==> src/rtl/pc_pkg.sv <==
// Shared types for the fetch PC predictor: BTB entry layout and
// 2-bit saturating direction counter helpers.
package pc_pkg;

   typedef logic [1:0] ctr_t;

   localparam ctr_t CTR_SNT = 2'b00;
   localparam ctr_t CTR_WNT = 2'b01;
   localparam ctr_t CTR_WT  = 2'b10;
   localparam ctr_t CTR_ST  = 2'b11;

   // Widest supported address; narrower configurations zero-extend into it.
   localparam int PC_MAX_W = 64;

   typedef struct packed {
      logic                valid;
      logic [PC_MAX_W-1:0] tag;
      logic [PC_MAX_W-1:0] target;
      ctr_t                ctr;
   } btb_entry_t;

   function automatic ctr_t ctr_next(ctr_t ctr, logic taken);
      ctr_t res;
      if (taken) begin
         res = (ctr == CTR_ST) ? CTR_ST : ctr_t'(ctr + 2'd1);
      end else begin
         res = (ctr == CTR_SNT) ? CTR_SNT : ctr_t'(ctr - 2'd1);
      end
      return res;
   endfunction

endpackage

==> src/rtl/pc_btb.sv <==
// Direct-mapped branch target buffer: combinational lookup on the fetch PC,
// training from resolved branches, and a whole-table flush.
module pc_btb
   import pc_pkg::*;
#(
   parameter int XLEN        = 32,
   parameter int BTB_ENTRIES = 16
) (
   input  logic            clk,
   input  logic            rst_n,
   input  logic [XLEN-1:0] pc,
   input  logic            upd_valid,
   input  logic [XLEN-1:0] upd_pc,
   input  logic [XLEN-1:0] upd_target,
   input  logic            upd_taken,
   input  logic            flush,
   output logic            pred_taken,
   output logic [XLEN-1:0] pred_target
);

   localparam int IDX   = $clog2(BTB_ENTRIES);
   localparam int TAG_W = XLEN - IDX - 2;

   logic [BTB_ENTRIES-1:0] valid_q;
   logic [TAG_W-1:0]       tag_q    [BTB_ENTRIES];
   logic [XLEN-1:0]        target_q [BTB_ENTRIES];
   ctr_t                   ctr_q    [BTB_ENTRIES];

   logic [IDX-1:0]   rd_idx, up_idx;
   logic [TAG_W-1:0] rd_tag, up_tag;
   logic             up_hit;
   logic [XLEN-1:0]  up_target_al;
   btb_entry_t       rd_entry;
   logic             unused_bits;

   assign rd_idx       = pc[IDX+1:2];
   assign rd_tag       = pc[XLEN-1:IDX+2];
   assign up_idx       = upd_pc[IDX+1:2];
   assign up_tag       = upd_pc[XLEN-1:IDX+2];
   assign up_target_al = {upd_target[XLEN-1:2], 2'b00};
   assign up_hit       = valid_q[up_idx] && (tag_q[up_idx] == up_tag);

   always_comb begin
      rd_entry.valid  = valid_q[rd_idx];
      rd_entry.tag    = PC_MAX_W'(tag_q[rd_idx]);
      rd_entry.target = PC_MAX_W'(target_q[rd_idx]);
      rd_entry.ctr    = ctr_q[rd_idx];
   end

   assign pred_taken  = rd_entry.valid && (rd_entry.tag == PC_MAX_W'(rd_tag)) && rd_entry.ctr[1];
   assign pred_target = rd_entry.target[XLEN-1:0];

   // Zero-extension padding and the byte-offset bits never influence a result.
   assign unused_bits = ^{rd_entry, pc[1:0], upd_pc[1:0], upd_target[1:0]};

   // Only the valid bits need a defined reset; a flush beats any allocation.
   always_ff @(posedge clk or negedge rst_n) begin
      if (!rst_n) begin
         valid_q <= '0;
      end else if (flush) begin
         valid_q <= '0;
      end else if (upd_valid && !up_hit && upd_taken) begin
         valid_q[up_idx] <= 1'b1;
      end
   end

   always_ff @(posedge clk) begin
      if (upd_valid && !flush) begin
         if (up_hit) begin
            ctr_q[up_idx] <= ctr_next(ctr_q[up_idx], upd_taken);
            if (upd_taken) begin
               target_q[up_idx] <= up_target_al;
            end
         end else if (upd_taken) begin
            tag_q[up_idx]    <= up_tag;
            target_q[up_idx] <= up_target_al;
            ctr_q[up_idx]    <= CTR_WT;
         end
      end
   end

endmodule

==> src/rtl/pc_predict.sv <==
// Fetch program counter with redirect priority and stall hold. The BTB
// predictor is built only when PC_PREDICT_BTB_EN is defined.
module pc_predict
   import pc_pkg::*;
#(
   parameter int              XLEN         = 32,
   parameter logic [XLEN-1:0] RESET_VECTOR = '0,
   parameter int              BTB_ENTRIES  = 16
) (
   input  logic            clk,
   input  logic            rst_n,
   input  logic            stall,
   input  logic            trap_valid,
   input  logic [XLEN-1:0] trap_target,
   input  logic            redirect_valid,
   input  logic [XLEN-1:0] redirect_target,
   input  logic            upd_valid,
   input  logic [XLEN-1:0] upd_pc,
   input  logic [XLEN-1:0] upd_target,
   input  logic            upd_taken,
   input  logic            btb_flush,
   output logic [XLEN-1:0] pc_out,
   output logic            pred_taken,
   output logic [XLEN-1:0] pred_target
);

   logic [XLEN-1:0] pc_q;
   logic [XLEN-1:0] pc_next;
   logic            unused_lo;

   assign pc_out    = pc_q;
   assign unused_lo = ^{trap_target[1:0], redirect_target[1:0]};

`ifdef PC_PREDICT_BTB_EN
   pc_btb #(
      .XLEN        (XLEN),
      .BTB_ENTRIES (BTB_ENTRIES)
   ) u_btb (
      .clk         (clk),
      .rst_n       (rst_n),
      .pc          (pc_q),
      .upd_valid   (upd_valid),
      .upd_pc      (upd_pc),
      .upd_target  (upd_target),
      .upd_taken   (upd_taken),
      .flush       (btb_flush),
      .pred_taken  (pred_taken),
      .pred_target (pred_target)
   );
`else
   logic unused_upd;

   assign pred_taken  = 1'b0;
   assign pred_target = '0;
   assign unused_upd  = ^{upd_valid, upd_pc, upd_target, upd_taken, btb_flush};
`endif

   // Redirects override stall; the prediction only matters on a free-running cycle.
   always_comb begin
      pc_next = pc_q + XLEN'(4);
      if (trap_valid) begin
         pc_next = {trap_target[XLEN-1:2], 2'b00};
      end else if (redirect_valid) begin
         pc_next = {redirect_target[XLEN-1:2], 2'b00};
      end else if (stall) begin
         pc_next = pc_q;
      end else if (pred_taken) begin
         pc_next = pred_target;
      end
   end

   always_ff @(posedge clk or negedge rst_n) begin
      if (!rst_n) begin
         pc_q <= RESET_VECTOR;
      end else begin
         pc_q <= pc_next;
      end
   end

endmodule

==> config.mk <==
export PLATFORM = sky130hd
export DESIGN_NAME = pc_predict
export DESIGN_NICKNAME = d
export VERILOG_FILES = /design/src/rtl/pc_pkg.sv /design/src/rtl/pc_btb.sv /design/src/rtl/pc_predict.sv
export SDC_FILE = /design/constraint.sdc
export NUM_CORES = 1
export LEC_CHECK = 0
export ABC_AREA = 1
export BUFFER_PORTS_ARGS = -buffer_cell sky130_fd_sc_hd__buf_2
export CORE_UTILIZATION = 39
export DETAILED_ROUTE_END_ITERATION = 8
export PLACE_DENSITY = 0.78
export SYNTH_ARGS = -nofsm -noshare
export SYNTH_HDL_FRONTEND = slang
export SYNTH_SLANG_ARGS = --single-unit
==> constraint.sdc <==
create_clock -name clk -period 1.35 [get_ports clk]
set_input_delay 0.0675 -clock clk [delete_from_list [all_inputs] [get_ports clk]]
set_output_delay 0.0675 -clock clk [all_outputs]
set_load 0.02 [all_outputs]
## After elaboration in Yosys (flattened, before gate mapping)

Cells that the tools add are included.

| word-level totals | value |
|---|---|
| bits in registers | 32 |
| input port bits | 136 |
| output and inout port bits | 65 |
| word-level logic and storage cells | 6 |

| cells by class | value |
|---|---|
| multiplexer cells | 3 |
| equal/unequal tests | 1 |
| add/sub/neg operators | 1 |

Operators by type and width:

| cell | number |
|---|---|
| $mux W32 | 3 |
| $add A32 B3 Y32 const B | 1 |
| $ne A3 B1 Y1 const B | 1 |

## Longest topological paths before layout

| logic depth | value |
|---|---|
| depth in word-level cells | 4 |
| depth in mapped cells | 11 |
| gate-level depth less buffers | 11 |

## Least setup slack after synthesis

No wires, ideal clock.

| timing | value |
|---|---|
| path kind | flip-flop to flip-flop |
| start | reg pc_q[3] (netlist: pc_out[3]) |
| end | reg pc_q[10] (netlist: pc_out[10]) |
| path buffers | 0 |
| setup slack | -0.267 ns |
| data arrival time | 1.500 ns |
| setup time | 0.117 ns |
| cell stages (with the launch flop) | 10 |
| period minus slack after synthesis | 1.617 ns |
| required time | 1.233 ns |
| cells stage by stage | dfrtp_1 -> ha_1 -> nand2_2 -> nor2_4 -> nand2_2 -> xnor2_1 -> o21ai_0 -> nand2_1 -> nand2_1 -> nand2_1 |

| on the way | value |
|---|---|
| cells in the longest elaborated chain, start to end | 4 |

RTL lines:

| what | RTL line | text |
|---|---|---|
| start: declaration | pc_predict.sv:27 | `logic [XLEN-1:0] pc_q;` |
| start signal: assignment | pc_predict.sv:76 | `pc_q <= pc_next;` |
| $add A32 B3 Y32 | pc_predict.sv:60 | `pc_next = pc_q + XLEN'(4);` |
| $mux W32 | pc_predict.sv:65 | `end else if (stall) begin` |
| $mux W32 | pc_predict.sv:63 | `end else if (redirect_valid) begin` |
| $mux W32 | pc_predict.sv:61 | `if (trap_valid) begin` |

Every way passes these cells. The select of a mux whose other input is x is not followed.
A chain may end at the register's enable or synchronous reset.

## Final worst setup path

| timing | value |
|---|---|
| start | reg pc_q[2] (netlist: pc_out[2]) |
| end | reg pc_q[10] (netlist: pc_out[10]) |

The elaborated chain is that of the path after synthesis.

==> metrics <==
H-tree depth=2; CTS tree=done; hold path startpoint=trap_target[4]; setup TNS=-1.86 ns; PortBufs=94; Die Y=90.8 µm; Antenna Nets Post-Route=0; DRC viols=0; RSZ-0062 raised after global routing=true; endpoints failing setup=24; violated checks=negative setup slack; Global Route Usage Sum=about 22%; post-synth top area share=between 20 and 25%; # rows=32; critical path class=register to register; Vias=about 3500; Synth Area per Inst=5.97 µm²; Largest register FFs=30; reg-to-reg slack, setup=-0.14 ns; clock latency on the worst-skew pair=0.29 ns; initial antenna violation count=0; final core utilization=56.2%; final wirelength=around 8.9 mm; CTS Root Cell=clkbuf_8; Final WS setup=-0.140 ns; Hold Violations, Final=0; Max Slew Vio Count=0; Crit path top cell by count=nand2_1; Yosys top cell by area=dfrtp_1; Worst path slowest cell=dfrtp_2; Clock Skew=0.00504 ns; crit path max fanout=4; Leak=about 2.3 nW; router iterations before antenna repair=5; Post-Synthesis Cells=515; Min-Delay Path Depth=3; 1st-iter DRT viols=~150; Final HPWL DP=between 6 and 7 mm; nets@finish=around 800; Data required, critical path=between 1.5 and 2 ns; cts bufs inserted=5; Reg2Reg Launch Point=pc_out[2]; CP max stage delay=0.41 ns; WL/cell=11.7 µm; total grt overflow=0; largest cells by area after synthesis=dfrtp_1, nand2_1, nor2_1; Clock Sinks=30; Bufs on Longest Clock Path=2; Pwr per Cell Area=between 800 and 900 mW/mm²; area of the multi-input gates=0.00217 mm²; worst slack, placed=-0.130 ns; sequential area share after synthesis=24.4%; Non-Filler Instances=762; Crit. End Element=register; CP arrival=roughly 1.7 ns; Synth Cell Area=~0.0031 mm²; worst hold path endpoint=pc_out[4]; achievable frequency=671 MHz; Cell Area, Placed=0.00390 mm²; DIE AREA=slightly above 0.008 mm²; Tcrit/Tclk final=110%; RePlAce Congestion=just over 0.9; Ports=around 200; fin crit period=between 1 and 1.5 ns; Core ar.=~0.0077 mm²; Max-Cap Viols=0; status=complete, but fails checks; Setup crit start kind=register; synthesis-to-layout area growth=40.4%; vias per cell=roughly 4.6; number of global-route vias before repair=3121; n_diodes=0; most frequent cells in the layout=nand2_1, buf_2, nor2_1; reg2reg end=pc_out[10]; Cell variety after synth=34; fillers=796; fin area=~0.0043 mm²; worst r2r path cells=9; Placed Instances=745; Die X=about 90 µm; largest net degree at the start of global routing=35; Worst Hold Class=input port to register; yosys warns=0; #FFs+latches synth=30; Peak VDD IR=0.427 mV; Clock transition at path regs=around 0.070 ns; layout cells sized above 1=approximately 39%; Initial Utilization=roughly two fifths; Register Area=767 µm²; first-pass GRT wire length=around 15 mm; commonest non-fill, non-tap cell in the layout=nand2_1; CP cell instances=ha_4, nand2_4, nor2_4, nand2_4, xnor2_1, o21ai_1, nand2_1, nand2_1, nand2_1
## layout make-up
| class | count | share of cell area, % |
|---|---|---|
| multi-input combinational | 419 | 50.2 |
| clock buffer | 8 | 2.55 |
| tap | 102 | 2.96 |
| timing repair buffer | 155 | 22.3 |
| inverter | 48 | 4.23 |
| sequential | 30 | 17.8 |
## report_power, final
part | leakage [nW] | switching (mW) | total [mW] | internal [mW]
clock | 0.0575 | 0.364 | 0.878 | 0.515
sequential | 0.338 | 0.137 | 1.15 | 1.01
combinational | 1.90 | 0.892 | 1.51 | 0.615
total | 2.29 | 1.39 | 3.54 | 2.14
## metal layers
layer / global-route usage, % / routed length [µm] / part of all wire, %
met1: 29.7 / 4160 / 47
met2: 36.4 / 4250 / 47
met3: 3.54 / 470 / 5.3
met4: 3.17 / 65 / 0.73
met5: 0 / 0 / 0
## worst max-delay path: cells and delay by family, from the launching register on
family          cells  cell delay (ns)
xor+xnor            1             0.16
flops               1             0.41
simple gates        6             0.51
compound gates      1             0.12
fa+ha+maj           1             0.17
## cell families (layout without fill, tap and decap cells)
logic type	after synthesis	in the layout	share of synthesized area [%]
AOI/OAI and AO/OA	55	55	10.0
DFF	30	30	24.4
buffers and inverters	100	211	17.5
adders and majority gates	1	1	0.407
other	1	35	0.122
and+or+nand+nor	321	321	45.5
xor gates and xnor gates	7	7	1.99
## synthesized netlist by cell type
master and number:
xnor2_1 3, buf_6 1, a21oi_2 4, nand2_2 4, nand2_1 156, inv_2 4
buf_4 35, nor2_1 104, nor2_4 5, inv_1 43, clkbuf_1 7, ha_1 1
dlygate4sd1_1 1, nor2_8 2, o211ai_1 2, o21bai_1 2, nand3_2 2, a31oi_1 3
a21oi_1 20, nand4_1 2, nor2_2 5, clkinv_1 1, nand3_1 34, and2_1 2
nand2_4 5, buf_2 7, dfrtp_1 30, o21ai_2 1, conb_1 1, o21ai_0 15
clkbuf_8 1, o22ai_1 1, o21ai_1 7, xor2_1 4
## worst max path at each step
stage	start	endpoint	cells after the start
after floorplan	pc_out[3]	pc_out[10]	9
after global placement	pc_out[3]	pc_out[16]	8
after detailed placement	pc_out[2]	pc_out[16]	8
after CTS	pc_out[3]	pc_out[10]	9
after global routing	pc_out[2]	pc_out[24]	10
final	pc_out[2]	pc_out[10]	9
## what timing repair did
| item | 4_1_cts | 5_1_grt |
|---|---|---|
| gates resized for setup | 32 | 38 |
| endpoints found under the hold margin | 13 | 0 |
| endpoints found under the setup margin | 28 | 28 |
| buffers inserted | 5 | 3 |
| hold buffers | 1 | 0 |
| pin swaps | 12 | 13 |
## stage by stage
step | power (mW) | hold slack (ns)
6_report | 3.54 | 0.0343
3_3_place_gp | 2.49 | 0.00145
2_1_floorplan | 2.01 | -0.228
5_1_grt | 3.75 | 0.0504
3_5_place_dp | 2.51 | 0.00166
4_1_cts | 3.46 | 0.0314
No activity file was read; power rests on OpenSTA's default activity.
